==> config.mk <==
export PLATFORM = sky130hd
export DESIGN_NAME = fir_filter
export DESIGN_NICKNAME = d
export VERILOG_FILES = /design/src/rtl/fir_pkg.sv /design/src/rtl/fir_tap.sv /design/src/rtl/fir_filter.sv
export SDC_FILE = /design/constraint.sdc
export NUM_CORES = 1
export LEC_CHECK = 0
export CORE_UTILIZATION = 45
export CTS_BUF_LIST = sky130_fd_sc_hd__clkbuf_8
export DETAILED_ROUTE_END_ITERATION = 6
export HOLD_SLACK_MARGIN = 0.15
export PLACE_DENSITY = 0.72
export SYNTH_ARGS = -nofsm -noshare
export SYNTH_HDL_FRONTEND = slang
export SYNTH_HIERARCHICAL = 1
export SYNTH_SLANG_ARGS = --single-unit
==> constraint.sdc <==
create_clock -name CLK -period 9.9 [get_ports CLK]
set_input_delay 1.485 -clock CLK [delete_from_list [all_inputs] [get_ports CLK]]
set_output_delay 1.485 -clock CLK [all_outputs]
set_load 0.01 [all_outputs]
==> src/rtl/fir_pkg.sv <==
`default_nettype none
// ============================================================================
// fir_pkg : widths and coefficient set shared by the 8-tap FIR filter
// Rev 1.0
// ============================================================================
package fir_pkg;

  localparam int N1     = 8;
  localparam int N2     = 16;
  localparam int N3     = 32;
  localparam int NTAPS  = 8;
  localparam int PROD_W = N1 + N2;
  localparam int ACC_W  = N1 + N2 + $clog2(NTAPS);

  // Symmetric low-pass kernel, DC gain 96.
  localparam int COEFFS [0:NTAPS-1] = '{-2, 4, 18, 28, 28, 18, 4, -2};

endpackage
`default_nettype wire

==> src/rtl/fir_tap.sv <==
`default_nettype none
// ============================================================================
// fir_tap : one delay register plus fixed signed coefficient multiplier
// Build option FIR_PIPELINE_EN registers the product. Rev 1.0
// ============================================================================
module fir_tap #(
  parameter int N1    = 8,
  parameter int N2    = 16,
  parameter int COEFF = 0
) (
  input  logic                    CLK,
  input  logic                    RST,
  input  logic                    ENABLE,
  input  logic signed [N2-1:0]    x_in,
  output logic signed [N2-1:0]    x_out,
  output logic signed [N1+N2-1:0] prod_out
);

  localparam int                   PW      = N1 + N2;
  localparam logic signed [N1-1:0] COEFF_W = N1'(COEFF);

  logic signed [N2-1:0] x_d, x_q;
  logic signed [PW-1:0] prod_d;

  // The product uses the sample entering this register, not the stored one.
  always_comb begin
    x_d    = ENABLE ? x_in : x_q;
    prod_d = PW'(x_in) * PW'(COEFF_W);
  end

  always_ff @(posedge CLK) begin
    if (RST) x_q <= '0;
    else     x_q <= x_d;
  end

  assign x_out = x_q;

`ifdef FIR_PIPELINE_EN
  logic signed [PW-1:0] prod_en_d, prod_q;

  always_comb begin
    prod_en_d = ENABLE ? prod_d : prod_q;
  end

  always_ff @(posedge CLK) begin
    if (RST) prod_q <= '0;
    else     prod_q <= prod_en_d;
  end

  assign prod_out = prod_q;
`else
  assign prod_out = prod_d;
`endif

endmodule
`default_nettype wire

==> src/rtl/fir_filter.sv <==
`default_nettype none
// ============================================================================
// fir_filter : 8-tap direct-form fixed-coefficient FIR, full-precision output
// Build option FIR_PIPELINE_EN adds a product register stage. Rev 1.0
// ============================================================================
module fir_filter #(
  parameter int N1 = fir_pkg::N1,
  parameter int N2 = fir_pkg::N2,
  parameter int N3 = fir_pkg::N3
) (
  input  logic                 CLK,
  input  logic                 RST,
  input  logic                 ENABLE,
  input  logic signed [N2-1:0] input_data,
  output logic signed [N3-1:0] output_data,
  output logic signed [N2-1:0] sampleT
);

  import fir_pkg::*;

  localparam int PW = N1 + N2;
  localparam int AW = PW + $clog2(NTAPS);

  logic signed [N2-1:0] tap_in [NTAPS];
  logic signed [N2-1:0] x_q    [NTAPS];
  logic signed [PW-1:0] prod   [NTAPS];
  logic signed [AW-1:0] acc;
  logic signed [N3-1:0] output_data_d, output_data_q;

  generate
    for (genvar k = 0; k < NTAPS; k++) begin : g_tap
      if (k == 0) begin : g_head
        assign tap_in[k] = input_data;
      end else begin : g_chain
        assign tap_in[k] = x_q[k-1];
      end

      fir_tap #(
        .N1    (N1),
        .N2    (N2),
        .COEFF (COEFFS[k])
      ) u_tap (
        .CLK      (CLK),
        .RST      (RST),
        .ENABLE   (ENABLE),
        .x_in     (tap_in[k]),
        .x_out    (x_q[k]),
        .prod_out (prod[k])
      );
    end
  endgenerate

  // Accumulator is wide enough for eight worst-case products, so no overflow.
  always_comb begin
    acc = '0;
    for (int k = 0; k < NTAPS; k++) begin
      acc = acc + AW'(prod[k]);
    end
    output_data_d = ENABLE ? N3'(acc) : output_data_q;
  end

  always_ff @(posedge CLK) begin
    if (RST) output_data_q <= '0;
    else     output_data_q <= output_data_d;
  end

  assign output_data = output_data_q;
  assign sampleT     = x_q[0];

endmodule
`default_nettype wire

# After elaboration in Yosys (flattened, before gate mapping)
# Index checks and enable logic that the tools add are counted.
[classes]
add_sub_neg = 9
mul = 4
div_mod_pow = 0
n_lt_le_gt_ge = 0
eq_ne = 0
n_shift = 0
n_mux = 0
bitwise = 0
reduce_logical = 0
[op_table]
columns = ["op", "count"]
rows = [
  ["27-bit by 22-bit adder with 27-bit output", 2],
  ["16-bit negation with 23-bit output", 2],
  ["16-bit by 5-bit multiplier with 21-bit output (second input constant)", 2],
  ["16-bit by 4-bit multiplier with 20-bit output (second input constant)", 2],
  ["26-bit by 22-bit adder with 27-bit output", 1],
  ["27-bit by 18-bit adder with 27-bit output", 1],
  ["27-bit by 24-bit adder with 27-bit output", 1],
  ["25-bit by 22-bit adder with 26-bit output", 1],
  ["24-bit by 18-bit adder with 25-bit output", 1],
]
[word_totals]
reg_bits = 139
latch_bits = 0
mem_bits_rw = 0
rom_bits = 0
inputBits = 19
out_inout_bits = 48
wordCells = 21
memories = 0

# Depth between registers and ports, before layout
[logic_depth]
depth_word = 8
depth_mapped = 29
ltp_nobuf = 27

# Cells and area by module
# The synthesis kept the hierarchy.
[by_module_without_submodules]
columns = ["mod", "n_inst", "cells_each", "area_each_um2", "seq_area_each_um2"]
rows = [
  ["fir_filter", 1, 777, 6521.3, 540.5],
  ["fir_tap at g_tap[3].u_tap", 1, 273, 2179.6, 320.3],
  ["fir_tap at g_tap[4].u_tap", 1, 261, 2150.8, 320.3],
  ["fir_tap at g_tap[0].u_tap ...", 2, 104, 963.4, 320.3],
  ["fir_tap at g_tap[2].u_tap", 1, 175, 1544.0, 320.3],
  ["fir_tap at g_tap[1].u_tap ...", 2, 77, 764.5, 320.3],
  ["fir_tap at g_tap[5].u_tap", 1, 158, 1521.5, 320.3],
]

# Worst setup path before layout
# Ideal clock, no wire load.
[synth_timing]
path_kind = "register to register"
from = "reg g_tap[4].u_tap.x_q[1]"
to = "reg output_data[26] (netlist name)"
setup_ps = 120
arrival_time_ps = 6573
required_time_ps = 9780
slack_ps = 3207
stages_incl_launch_ff = 27
path_buffers = 1
period_less_slack_ps = 6693
path_cell_list = "dfxtp_1 > ha_1 > ha_1 > fa_1 > a21o_2 > a221oi_4 > nand2_4 > a221oi_4 > nor4b_1 > a311o_1 > buf_4 > fa_1 > inv_1 > fa_1 > inv_1 > fa_1 > inv_1 > fa_1 > inv_1 > ha_1 > and4_1 > nand2_1 > nand2_1 > a311oi_1 > a21boi_0 > nor3b_1 > a211o_1"
[synth_rtl]
columns = ["item", "line_no", "rtl"]
rows = [
  ["start: declaration", "fir_tap.sv:22", "logic signed [N2-1:0] x_d, x_q;"],
  ["start signal: assignment", "fir_tap.sv:32", "if (RST) x_q <= '0;"],
  ["start signal: assignment", "fir_tap.sv:33", "else x_q <= x_d;"],
]

==> flow_summary.yaml <==
floorplan:
  ioPinCount: 67
  core_area_um2: 36700
  die_x_um: 195
  dieArea_um2: 38100
  start_util: 0.458
  rows: 70
  die_y_um: 195
setup_path:
  r2r-start: "g_tap[2].u_tap/x_out[7]$_SDFFE_PP0P_"
  slowest_delay_ns: 0.59
  crit_path_end: "output_data[26]$_SDFFE_PP0P_"
  cpMostUsedCell: "fa_1"
  regToRegEndpoint: "output_data[26]$_SDFFE_PP0P_"
  worst_r2r_path_depth: 25
  r2r_slack_ns: 2.43
  crit_slowest_cell: "fa_1"
  cp-start-kind: "flop"
  critPathArrivalTime_ns: 7.87
  cp_num_cells: 25
  critPathRequiredTime_ns: 10.30
  end_kind: "flop"
  crit_family: "adder cells"
  cp_max_fo: 7
  cp-startpoint: "g_tap[2].u_tap/x_out[7]$_SDFFE_PP0P_"
  critPathBufInv: 4
  critPathKind: "flop to flop"
layout:
  final_nets: 2274
  final_common_cell: "inv_1"
  diodes: 0
  final_cells: 2406
  area_growth_syn_to_layout_pct: 5.34
  final_cell_mix: "507 x inv_1, 179 x nor2_1, 177 x fa_1"
  drive_above_1_share: 0.0444
timing:
  final_hold_viol_count: 0
  post-route-min-period_ns: 7.47
  setup_tns_ns: 0
  fin_skew_ns: 0.0310
  final.period_utilization: 0.755
  rsz0062_at_grt: "false"
  fmax_ghz: 0.134
  worst_pin_slew_ns: 1.06
  relSlewSlack: 0.291
  report.final.slew_viol_count: 0
  setup_viol: 0
route:
  wl_um: 39000
  wl_per_cell_um: 16.2
  drcViolationCount: 0
  num_vias: 12400
  routed_via_density: 5.14
  first_pass_iters: 5
  drt_iter0_markers: 782
  ant_nets: 0
clocking:
  clk_path_buf_depth: 2
  clkTransAtPathRegs_ns: 0.12
  numClockSinks: 139
  hold_buffers: 0
  clkLatencyLatePin_ns: 0.49
  postCtsSetupBuffers: 0
  ctsResizeCount: 0
  cts_buffers: 17
  cts_root_buffer: "clkbuf_8"
  cts_tree: "done"
  cts.htree.levels: 4
outcome:
  status: "finished clean"
power_and_ir_drop:
  p_leak_nw: 8.95
  powerDensity_nw_per_um2: 108
  ir_drop_v: 0.0000804
placed_design:
  port-buffer-count: 66
  post-dp-hpwl_um: 31700
  place.gp.congestion: 0.913
  dp_cells: 2374
min_path:
  hp-class: "flop to flop"
logic_synthesis:
  syn-instance-count: 1954
  yosys_warnings: 6
  synth.avg_cell_area_um2: 8.61
  netlist_area_um2: 16800
grt:
  grt_max_degree: 66
  grt_antenna_before_repair: 0
  grt_pass1_wl_um: 65300
  grt_pass1_vias: 12700
  track_usage: 0.215
  grt-ovfl-total: 0
job:
  max_cap_viol_count: 0
[where the power goes]
group	leakage [nW]	internal (mW)	switching, mW
combinational	7.61	0.331	0.428
clock	0.217	0.219	0.296
sequential	1.13	0.599	0.0340
total	8.95	1.15	0.758
[registers in the layout, indices dropped and copies added, names as in the netlist]
| name | flops |
|---|---|
| g_tap.u_tap/x_out | 112 |
| output_data | 27 |
[final cells by class]
class / instances / area, um2
Tap cell: 468 / 586
Clock buffer: 17 / 234
Inverter: 508 / 1910
Fill cell: 3459 / 19000
Sequential cell: 139 / 2780
Multi-Input combinational cell: 1189 / 11300
Clock inverter: 15 / 195
Timing Repair Buffer: 70 / 689
[through the flow]
| step | hold slack, ns | total power [mW] | instance area [um2] | setup slack [ns] | util |
|---|---|---|---|---|---|
| finish | 0.460 | 1.91 | 17700 | 2.43 | 0.483 |
| CTS | 0.463 | 1.93 | 17700 | 2.47 | 0.483 |
| floorplan | 0.458 | 1.18 | 16800 | 3.21 | - |
| global placement | 0.438 | 1.39 | 17300 | 2.55 | 0.471 |
| global route | 0.496 | 2.05 | 17700 | 2.14 | 0.483 |
| detailed placement | 0.446 | 1.40 | 17300 | 2.47 | 0.471 |
[worst reg2reg max path: cells and delay by family (launching register included)]
family | cells | cell delay, ns
AND/OR/NAND/NOR | 4 | 0.81
buffers and inverters | 4 | 0.19
flip-flops | 1 | 0.37
AO/OA/AOI/OAI | 8 | 1.75
adder cells (fa/ha/maj) | 8 | 3.74
XOR/XNOR | 1 | 0.51
[metal layers]
layer  GRT usage  vias up  routed length [um]
met2       0.357      308               17900
met1       0.292     6004               18400
li1            -     5987                   -
met5           0        -                   0
met4      0.0612        0                 915
met3      0.0301       58                1700
[worst min path at each step]
stage	from	to	slack [ns]	cells past startpoint
floorplan	g_tap[6].u_tap/x_out[15]$_SDFFE_PP0P_	g_tap[6].u_tap/x_out[15]$_SDFFE_PP0P_	0.46	2
global placement	output_data[22]$_SDFFE_PP0P_	output_data[22]$_SDFFE_PP0P_	0.44	2
detailed placement	output_data[20]$_SDFFE_PP0P_	output_data[20]$_SDFFE_PP0P_	0.45	2
CTS	output_data[20]$_SDFFE_PP0P_	output_data[20]$_SDFFE_PP0P_	0.46	2
global route	output_data[20]$_SDFFE_PP0P_	output_data[20]$_SDFFE_PP0P_	0.50	2
finish	output_data[23]$_SDFFE_PP0P_	output_data[23]$_SDFFE_PP0P_	0.46	2
Power figures use the tool's default switching activity.
